$ cat src/rtl/ps2_pkg.sv
// Shared constants and types for the PS/2 receive path.
package ps2_pkg;

    localparam int         FRAME_W    = 11;
    localparam logic [7:0] BREAK_CODE = 8'hF0;

    typedef enum logic [1:0] {
        IDLE,
        RECV,
        CHECK
    } rx_state_t;

    typedef enum logic [1:0] {
        ERR_TIMEOUT = 2'b00,
        ERR_START   = 2'b01,
        ERR_PARITY  = 2'b10,
        ERR_STOP    = 2'b11
    } err_type_t;

    // Frame data arrives LSB first, so the scan code is the bit-reverse of q[9:2].
    function automatic logic [7:0] reverse8(input logic [7:0] v);
        logic [7:0] r;
        for (int i = 0; i < 8; i++) begin
            r[i] = v[7-i];
        end
        return r;
    endfunction

endpackage

$ cat src/rtl/ps2_sync_filter.sv
// Two-flop synchroniser plus level filter for one PS/2 line; emits a one-cycle
// pulse when the filtered level falls from 1 to 0.
module ps2_sync_filter
    import ps2_pkg::*;
#(
    parameter int FILT_LEN = 4
) (
    input  logic clk,
    input  logic rst_n,
    input  logic raw_i,
    output logic fall_o
);

    localparam int CNT_W = (FILT_LEN > 1) ? $clog2(FILT_LEN) : 1;

    logic             sync1_q;
    logic             sync2_q;
    logic             filt_q;
    logic             filt_d;
    logic [CNT_W-1:0] cnt_q;
    logic [CNT_W-1:0] cnt_d;
    logic             fall_q;
    logic             fall_d;

    // The filtered level flips only once FILT_LEN successive samples disagree with it.
    always_comb begin
        filt_d = filt_q;
        cnt_d  = '0;
        if (sync2_q != filt_q) begin
            if (cnt_q == CNT_W'(FILT_LEN - 1)) begin
                filt_d = sync2_q;
            end else begin
                cnt_d = cnt_q + 1'b1;
            end
        end
        fall_d = filt_q & ~filt_d;
    end

    always_ff @(posedge clk or negedge rst_n) begin
        if (!rst_n) begin
            sync1_q <= 1'b1;
            sync2_q <= 1'b1;
            filt_q  <= 1'b1;
            cnt_q   <= '0;
            fall_q  <= 1'b0;
        end else begin
            sync1_q <= raw_i;
            sync2_q <= sync1_q;
            filt_q  <= filt_d;
            cnt_q   <= cnt_d;
            fall_q  <= fall_d;
        end
    end

    assign fall_o = fall_q;

endmodule

$ cat src/rtl/ps2_rx.sv
// PS/2 device-to-host frame receiver: shifts in 11-bit frames and validates them.
// Define PS2_BREAK_FILTER_EN to suppress frame_valid for a break code and the frame after it.
module ps2_rx
    import ps2_pkg::*;
#(
    parameter int N              = FRAME_W,
    parameter int FILT_LEN       = 4,
    parameter int TIMEOUT_CYCLES = 50000
) (
    input  logic         clk,
    input  logic         rst_n,
    input  logic         ps2_clk,
    input  logic         ps2_data,
    output logic [N-1:0] q,
    output logic         frame_valid,
    output logic         frame_err,
    output logic [1:0]   err_type,
    output logic         busy
);

    localparam int BIT_W = $clog2(N + 1);
    localparam int TMO_W = $clog2(TIMEOUT_CYCLES);

    rx_state_t        state_q;
    rx_state_t        state_d;
    logic [N-2:0]     shift_q;
    logic [N-2:0]     shift_d;
    logic [BIT_W-1:0] bit_cnt_q;
    logic [BIT_W-1:0] bit_cnt_d;
    logic [TMO_W-1:0] tmo_cnt_q;
    logic [TMO_W-1:0] tmo_cnt_d;
    logic [N-1:0]     q_q;
    logic [N-1:0]     q_d;
    logic             frame_valid_q;
    logic             frame_valid_d;
    logic             frame_err_q;
    logic             frame_err_d;
    err_type_t        err_type_q;
    err_type_t        err_type_d;
    logic             busy_q;
    logic             busy_d;
    logic             data_sync1_q;
    logic             data_sync2_q;
`ifdef PS2_BREAK_FILTER_EN
    logic             break_pending_q;
    logic             break_pending_d;
`endif

    logic             clk_fall;
    logic [N-1:0]     new_frame;
    logic             stop_ok;
    logic             parity_ok;

    ps2_sync_filter #(
        .FILT_LEN (FILT_LEN)
    ) u_clk_filt (
        .clk    (clk),
        .rst_n  (rst_n),
        .raw_i  (ps2_clk),
        .fall_o (clk_fall)
    );

    // On the stop-bit fall the frame is judged straight away, so the result
    // registers are already showing it during the single CHECK cycle.
    always_comb begin
        state_d       = state_q;
        shift_d       = shift_q;
        bit_cnt_d     = bit_cnt_q;
        tmo_cnt_d     = tmo_cnt_q;
        q_d           = q_q;
        frame_valid_d = 1'b0;
        frame_err_d   = 1'b0;
        err_type_d    = err_type_q;
        busy_d        = busy_q;
`ifdef PS2_BREAK_FILTER_EN
        break_pending_d = break_pending_q;
`endif
        new_frame = {shift_q, data_sync2_q};
        stop_ok   = new_frame[0];
        parity_ok = ^new_frame[N-2:1];

        unique case (state_q)
            IDLE: begin
                tmo_cnt_d = '0;
                busy_d    = 1'b0;
                if (clk_fall) begin
                    if (!data_sync2_q) begin
                        state_d   = RECV;
                        shift_d   = '0;
                        bit_cnt_d = BIT_W'(1);
                        busy_d    = 1'b1;
                    end else begin
                        frame_err_d = 1'b1;
                        err_type_d  = ERR_START;
                    end
                end
            end
            RECV: begin
                if (clk_fall) begin
                    tmo_cnt_d = '0;
                    shift_d   = new_frame[N-2:0];
                    bit_cnt_d = bit_cnt_q + 1'b1;
                    if (bit_cnt_q == BIT_W'(N - 1)) begin
                        state_d = CHECK;
                        if (!stop_ok) begin
                            frame_err_d = 1'b1;
                            err_type_d  = ERR_STOP;
                        end else if (!parity_ok) begin
                            frame_err_d = 1'b1;
                            err_type_d  = ERR_PARITY;
                        end else begin
                            q_d = new_frame;
`ifdef PS2_BREAK_FILTER_EN
                            if (break_pending_q) begin
                                break_pending_d = 1'b0;
                            end else if (reverse8(new_frame[N-2:2]) == BREAK_CODE) begin
                                break_pending_d = 1'b1;
                            end else begin
                                frame_valid_d = 1'b1;
                            end
`else
                            frame_valid_d = 1'b1;
`endif
                        end
                    end
                end else if (tmo_cnt_q == TMO_W'(TIMEOUT_CYCLES - 1)) begin
                    state_d     = IDLE;
                    shift_d     = '0;
                    bit_cnt_d   = '0;
                    tmo_cnt_d   = '0;
                    busy_d      = 1'b0;
                    frame_err_d = 1'b1;
                    err_type_d  = ERR_TIMEOUT;
                end else begin
                    tmo_cnt_d = tmo_cnt_q + 1'b1;
                end
            end
            CHECK: begin
                state_d   = IDLE;
                bit_cnt_d = '0;
                busy_d    = 1'b0;
            end
            default: begin
                state_d = IDLE;
                busy_d  = 1'b0;
            end
        endcase

`ifdef PS2_BREAK_FILTER_EN
        if (frame_err_d) begin
            break_pending_d = 1'b0;
        end
`endif
    end

    always_ff @(posedge clk or negedge rst_n) begin
        if (!rst_n) begin
            state_q       <= IDLE;
            shift_q       <= '0;
            bit_cnt_q     <= '0;
            tmo_cnt_q     <= '0;
            q_q           <= '0;
            frame_valid_q <= 1'b0;
            frame_err_q   <= 1'b0;
            err_type_q    <= ERR_TIMEOUT;
            busy_q        <= 1'b0;
            data_sync1_q  <= 1'b1;
            data_sync2_q  <= 1'b1;
`ifdef PS2_BREAK_FILTER_EN
            break_pending_q <= 1'b0;
`endif
        end else begin
            state_q       <= state_d;
            shift_q       <= shift_d;
            bit_cnt_q     <= bit_cnt_d;
            tmo_cnt_q     <= tmo_cnt_d;
            q_q           <= q_d;
            frame_valid_q <= frame_valid_d;
            frame_err_q   <= frame_err_d;
            err_type_q    <= err_type_d;
            busy_q        <= busy_d;
            data_sync1_q  <= ps2_data;
            data_sync2_q  <= data_sync1_q;
`ifdef PS2_BREAK_FILTER_EN
            break_pending_q <= break_pending_d;
`endif
        end
    end

    assign q           = q_q;
    assign frame_valid = frame_valid_q;
    assign frame_err   = frame_err_q;
    assign err_type    = err_type_q;
    assign busy        = busy_q;

endmodule

$ cat config.mk
export PLATFORM = sky130hd
export DESIGN_NAME = ps2_rx
export DESIGN_NICKNAME = d
export VERILOG_FILES = /design/src/rtl/ps2_pkg.sv /design/src/rtl/ps2_sync_filter.sv /design/src/rtl/ps2_rx.sv
export SDC_FILE = /design/constraint.sdc
export NUM_CORES = 1
export LEC_CHECK = 0
export CORE_MARGIN = 2
export CORE_UTILIZATION = 45
export DETAILED_ROUTE_END_ITERATION = 8
export GPL_ROUTABILITY_DRIVEN = 0
export GPL_TIMING_DRIVEN = 0
export PLACE_DENSITY = 0.74
export SLEW_MARGIN = 20
export SYNTH_ARGS = -nofsm -noshare
export SYNTH_HDL_FRONTEND = slang
export SYNTH_SLANG_ARGS = --single-unit
export TNS_END_PERCENT = 30
$ cat constraint.sdc
create_clock -name clk -period 3.9 [get_ports clk]
set_clock_uncertainty 0.1 [all_clocks]
set_input_delay 0.78 -clock clk [delete_from_list [all_inputs] [get_ports clk]]
set_output_delay 0.78 -clock clk [all_outputs]
set_load 0.01 [all_outputs]
==> impl_metrics.json, run 1 <==
{
  "core_area_mm2": 0.00589,
  "wl_per_cell_um": 13.5,
  "antenna_cells": 0,
  "io_pins": 20,
  "ys.flop_type": "dfrtp_1",
  "synth_compound_area_share_pct": 8.66,
  "post_cts_resized": 0,
  "slowest_stage": "dfrtp_1",
  "ys_top_cells_by_area": "dfrtp_1 (47%), dfstp_2 (4.8%), mux2i_1 (4.4%)",
  "grt_usage_pct": 15.7,
  "fillers": 533,
  "grt-ovfl-total": 0,
  "synth_seq_cells": 56,
  "dieWidth_um": 81.9,
  "areaGrowthSynthToFinish_pct": 13.7,
  "cp.arrival_ns": 2.65,
  "rows": 28,
  "cts_tree": "yes",
  "peakVddDrop_mv": 0.195,
  "yosysWarnings": 0,
  "timing.rr.start": "state_q[1]",
  "cap_violations": 0,
  "cts_sinks": 56,
  "setup_viol": 0,
  "grt_first_pass_wirelength_mm": 8.24,
  "synthTopCellsByCount": "dfrtp_1 (51), nand2_1 (26), inv_1 (18), nor2_1 (18), o21ai_0 (13)",
  "finalCriticalPeriod_ns": 2.55,
  "slowest_delay_ns": 0.40,
  "drtIter0Drc": 96,
  "ctsLongestPathBuffers": 2,
  "clock.fmax_ghz": 0.392,
  "route.vias.total": 1814,
  "status": "finished clean",
  "cts_setup_buffers": 0,
  "min_from": "data_sync1_q",
  "synth-edff-count": 0,
  "p_leak_nw": 1.39,
  "clk_latency_ns": 0.30,
  "holdCritPathClass": "reg -> reg",
  "syn_inst": 250,
  "synth_top_family_by_area": "simple AND/OR/NAND/NOR gates",
  "muxShareOfSynthArea_pct": 10.4,
  "finalCritPeriodShare_pct": 65.4,
  "clockRootBuffer": "clkbuf_8",
  "powerDensity_mw_per_mm2": 376,
  "worstPathMaxFanout": 10,
  "clk_transition_reported_paths_ns": 0.10,
  "first_global_vias": 1818,
  "crit_path_start_kind": "register",
  "relSlewSlack_pct": 54.2,
  "hpwl_mm": 3.28,
  "yosysTopAreaCellShare_pct": 46.7,
  "r2r_slack_ns": 1.35,
  "ys_seq_area_share_pct": 51.6,
  "worst_pin_slew_ns": 0.688,
  "drive_gt1_share_pct": 11.6,
  "crit_start": "state_q[1]",
  "drt_wl_total_mm": 4.74,
  "cp-end-kind": "register",
  "die_area_mm2": 0.00671,
  "firstDrtPassIters": 4,
  "placed_cells": 344,
  "syn-num-nets": 261,
  "synthAdderAreaFrac_pct": 3.21,
  "tns_ns": 0,
  "io_buffers": 19,
  "drtAntennaViolNets": 0,
  "worstSetupPathType": "reg -> reg",
  "synth_most_common_cell": "dfrtp_1",
  "path_cells": "inv_1, ha_1, clkbuf_1, nand2_1, or3_1, mux2i_1, nand2_1, buf_6, mux2_4",
  "netlist_area_mm2": 0.00273,
  "synth-xor-area-share_pct": 6.14,
  "post_drt_via_cell_ratio": 5.15,
  "finalMaxSlewViolations": 0,
  "layout.cells.non_filler": 352,
  "synth-async-reset-ratio_pct": 100,
  "die_y_um": 81.9,
  "nets": 287,
  "ys_types": 46,
  "antenna_found_initial": 0,
  "cts_hold_buf": 0,
  "h-tree-depth": 2,
  "syn_area_per_cell_um2": 10.9,
  "initial_utilization_pct": 46.4,
  "drc": 0,
  "grt_max_degree": 57,
  "critPathRequiredTime_ns": 4.00,
  "yosysTopAreaCell": "dfrtp_1",
  "hold_violations": 0,
  "rsz0062_at_grt": "false",
  "numCtsBuffers": 5,
  "synthSimpleGateAreaFrac_pct": 16.1,
  "cp_common_cell": "nand2_1"
}
## critical path, delay by kind of cell (launching register included)
| kind | cells | cell delay [ns] |
|---|---|---|
| flip-flops | 1 | 0.40 |
| adder cells (fa/ha/maj) | 1 | 0.16 |
| buffers and inverters | 3 | 0.62 |
| multiplexers | 2 | 0.54 |
| AND/OR/NAND/NOR | 3 | 0.62 |
## layout by cell type (no fill, tap or decap), drive strengths merged, types with 3 or more instances in the layout
cell type / n
and3: 3
dfstp: 5
a21oi: 10
mux2i: 12
buf: 3
dfrtp: 51
clkbuf: 10
nand4: 3
nand2: 26
clkdlybuf4s50: 18
xor2: 8
ha: 7
nand2b: 3
nor2: 19
xnor2: 6
nand3: 10
o21ai: 14
mux2: 12
a21o: 3
inv: 19
## metrics by stage
step	utilization [%]	power [mW]	hold slack (ns)	instance area, um2	worst slack [ns]
floorplan	-	0.783	0.245	2730	1.71
global placement	51.2	0.848	0.245	3010	0.236
detailed placement	51.2	0.854	0.247	3010	1.40
CTS	52.7	1.18	0.262	3100	1.38
global route	52.7	1.24	0.266	3100	1.21
finish	52.7	1.17	0.262	3100	1.35
## cell families (layout without fill, tap and decap cells)
| kind of cell | after synthesis | after routing |
|---|---|---|
| and+or+nand+nor | 84 | 84 |
| buffers and inverters | 25 | 52 |
| AOI/OAI and AO/OA | 38 | 38 |
| muxes | 24 | 24 |
| xor gates and xnor gates | 16 | 16 |
| adders and majority gates | 7 | 7 |
| DFF | 56 | 56 |
## registers in the layout, summed over array words and instances, names as in the netlist
signal              count
tmo_cnt_q              16
frame_err               1
u_clk_filt.sync1_q      1
state_q                 2
u_clk_filt.filt_q       1
err_type                2
data_sync1_q            1
bit_cnt_q               4
u_clk_filt.cnt_q        2
shift_q                10
busy                    1
data_sync2_q            1
frame_valid             1
u_clk_filt.sync2_q      1
u_clk_filt.fall_o       1
q                      11
## power by group
part           internal (mW)  switching, mW
Clock                  0.129          0.195
Combinational         0.0842          0.107
Sequential             0.623         0.0262
## final cells by class
| cell class | instances | area (um2) | share of cell area (%) |
|---|---|---|---|
| plain buffers | 7 | 37.5 | 1.21 |
| clock buffers | 5 | 68.8 | 2.22 |
| clock inverters | 3 | 22.5 | 0.726 |
| inverters | 18 | 67.6 | 2.18 |
| multi-input cells | 169 | 1220 | 39.2 |
| flip-flops and latches | 56 | 1410 | 45.4 |
| well taps | 75 | 93.8 | 3.02 |
| repair buffers | 19 | 188 | 6.05 |
## layer usage
| metal | wire [um] | vias to the layer above | global-route usage, % |
|---|---|---|---|
| met5 | 0 | - | 0 |
| met4 | 60 | 0 | 5.00 |
| met3 | 148 | 6 | 2.53 |
| met2 | 2100 | 34 | 25.2 |
| met1 | 2430 | 865 | 21.6 |
| li1 | - | 909 | - |
## worst paths after layout
| check | depth (start not counted) | end |
|---|---|---|
| min in group asynchronous | 1 | bit_cnt_q[1] |
| worst min-delay path | 0 | data_sync2_q |
| max in group asynchronous | 1 | q[9] |
| worst max register to register | 9 | q[9] |
| worst max-delay path | 9 | q[9] |
| worst min register to register | 0 | data_sync2_q |
(Power assumes the default switching activity.)
==> run 2: changes to the inputs <==
==> constraint.sdc (replaced) <==
create_clock -name clk -period 2.4 [get_ports clk]
set_clock_uncertainty 0.1 [all_clocks]
set_input_delay 0.48 -clock clk [delete_from_list [all_inputs] [get_ports clk]]
set_output_delay 0.48 -clock clk [all_outputs]
set_load 0.01 [all_outputs]
==> impl_metrics.json, run 2 (synthesized netlist as in run 1, its figures left out) <==
{
  "hpwl_mm": 3.28,
  "timing.rr.start": "shift_q[0]",
  "core_area_mm2": 0.00589,
  "cts_hold_buf": 0,
  "powerDensity_mw_per_mm2": 606,
  "antenna_cells": 0,
  "slowest_delay_ns": 0.47,
  "tns_ns": 0,
  "status": "finished clean",
  "numCtsBuffers": 5,
  "clk_transition_reported_paths_ns": 0.10,
  "holdCritPathClass": "in -> async",
  "die_y_um": 81.9,
  "power_frac_comb_pct": 17.1,
  "crit_buf_inv": 1,
  "p_total_mw": 1.91,
  "io_pins": 20,
  "multi_input_comb_area_mm2": 0.00123,
  "route.vias.total": 1846,
  "firstDrtPassIters": 4,
  "place_area_mm2": 0.00301,
  "p_clk_share_pct": 27.7,
  "crit_path_start_kind": "register",
  "worstSetupPathType": "reg -> reg",
  "final_cell_mix": "dfrtp_1 (51), nand2_1 (25), inv_1 (18), nor2_1 (18), clkdlybuf4s50_1 (18)",
  "rows": 28,
  "areaGrowthSynthToFinish_pct": 15.5,
  "p_switching_uw": 538,
  "dieWidth_um": 81.9,
  "largest_register_ffs": 16,
  "drt_wl_total_mm": 4.75,
  "h-tree-depth": 2,
  "drtAntennaViolNets": 0,
  "drtIter0Drc": 99,
  "finalCriticalPeriod_ns": 2.33,
  "clockRootBuffer": "clkbuf_8",
  "seqPwrFrac_pct": 55.2,
  "grt-ovfl-total": 0,
  "grt_first_pass_wirelength_mm": 8.24,
  "grt_usage_pct": 15.7,
  "worst_pin_slew_ns": 0.689,
  "wl_per_cell_um": 13.3,
  "nets": 291,
  "post_drt_via_cell_ratio": 5.19,
  "ctsLongestPathBuffers": 2,
  "fillers": 522,
  "setup_viol": 0,
  "grt_max_degree": 57,
  "hold_violations": 0,
  "relSlewSlack_pct": 54.1,
  "peakVddDrop_mv": 0.317,
  "finalMaxSlewViolations": 0,
  "critPathRequiredTime_ns": 2.50,
  "p_leak_nw": 1.41,
  "worstPathMaxFanout": 10,
  "final_area_mm2": 0.00315,
  "cp.arrival_ns": 2.43,
  "path_cells": "xnor3_1, or3_1, mux2i_2, nand2_2, buf_6, mux2_4",
  "intPower_mw": 1.37,
  "first_global_vias": 1818,
  "clock.fmax_ghz": 0.430,
  "finalCritPeriodShare_pct": 97.0,
  "regMostFlops": "tmo_cnt_q",
  "die_area_mm2": 0.00671,
  "slowest_stage": "xnor3_1",
  "drive_gt1_share_pct": 14.6,
  "seqCellArea_mm2": 0.00141,
  "timing.hold.ws_ns": 0.0945,
  "post-route-util_pct": 53.6,
  "final_common_cell": "dfrtp_1",
  "cts_tree": "yes",
  "io_buffers": 19,
  "clk_latency_ns": 0.31,
  "initial_utilization_pct": 46.4,
  "cp_top_family": "multiplexers",
  "switching_share_pct": 28.1,
  "drc": 0,
  "crit_start": "shift_q[0]",
  "cap_violations": 0,
  "cp-end-kind": "register",
  "antenna_found_initial": 0,
  "cts_sinks": 56
}
## run 2: cell count changes in the layout (fill, tap and decap cells not counted)
cell and delta:
ha_2 +1, buf_4 +4, mux2i_2 +1, buf_6 +1, clkbuf_4 +1, mux2i_1 -1, ha_1 -1, nand2_1 -1
clkbuf_1 -2, nand2_2 +1
## run 2: worst paths after layout
kind / endpoint / slack [ns] / cells past startpoint
max: q[9] / 0.07 / 6
min: bit_cnt_q[1] / 0.09 / 1
max reg2reg: q[9] / 0.07 / 6
min reg2reg: data_sync2_q / 0.26 / 0
max in group asynchronous: q[9] / 1.64 / 1
min in group clk: data_sync2_q / 0.26 / 0
## run 2: per-stage QoR
stage	setup WS [ns]	cells
final	0.0719	356
after CTS	0.0257	352
after detailed placement	-0.101	344
after global placement	-0.964	344
after floorplan	0.213	250
after global routing	-0.0268	356
## run 2: cell type report
cell class	instances	share of cell area [%]
clock buffers	5	2.18
well taps	75	2.98
flip-flops and latches	56	44.6
plain buffers	6	1.31
inverters	18	2.14
multi-input cells	169	38.9
repair buffers	24	7.14
clock inverters	3	0.714
## run 2: what timing repair did
action / CTS / global route
setup buffers: 0 / 5
endpoints found under the setup margin: 8 / 28
pin swaps: 0 / 1
gates resized for setup: 1 / 6
## run 2: metal layers
metal  vias up  share of wire, %  GRT usage [%]
li1        917                 -              -
met1       883                50           21.6
met2        40                45           25.2
met3         6               3.5           2.53
met4         0               1.4           5.00
met5         -                 0              0
## run 2: worst register-to-register path: stages, from the launching register on
cell and delay, ns:
dfrtp_1 0.43, xnor3_1 0.47, or3_1 0.38, mux2i_2 0.23
nand2_2 0.13, buf_6 0.17, mux2_4 0.30
## run 2: power groups by stage
stage               Combinational [mW]  Sequential (mW)  Clock [mW]
global placement                 0.306             1.07           0
CTS                              0.316             1.06       0.543
floorplan                        0.199             1.07           0
detailed placement               0.314             1.07           0
global route                     0.371             1.06       0.591
finish                           0.328             1.05       0.529
==> run 3: changes to the inputs <==
==> constraint.sdc (replaced) <==
create_clock -name clk -period 2.8 [get_ports clk]
set_clock_uncertainty 0.1 [all_clocks]
set_input_delay 0.56 -clock clk [delete_from_list [all_inputs] [get_ports clk]]
set_output_delay 0.56 -clock clk [all_outputs]
set_load 0.01 [all_outputs]
==> results of run 3 <==
Same layout as run 1 (identical final DEF). Status: finished clean.
Main changes from that run: setup slack after placement 1.40 ns -> 0.299 ns; setup slack after layout 1.35 ns -> 0.251 ns; hold slack 0.262 ns -> 0.176 ns; register-to-register setup slack 1.35 ns -> 0.25 ns; total power 1.17 mW -> 1.62 mW; worst IR drop on VDD 0.195 mV -> 0.272 mV
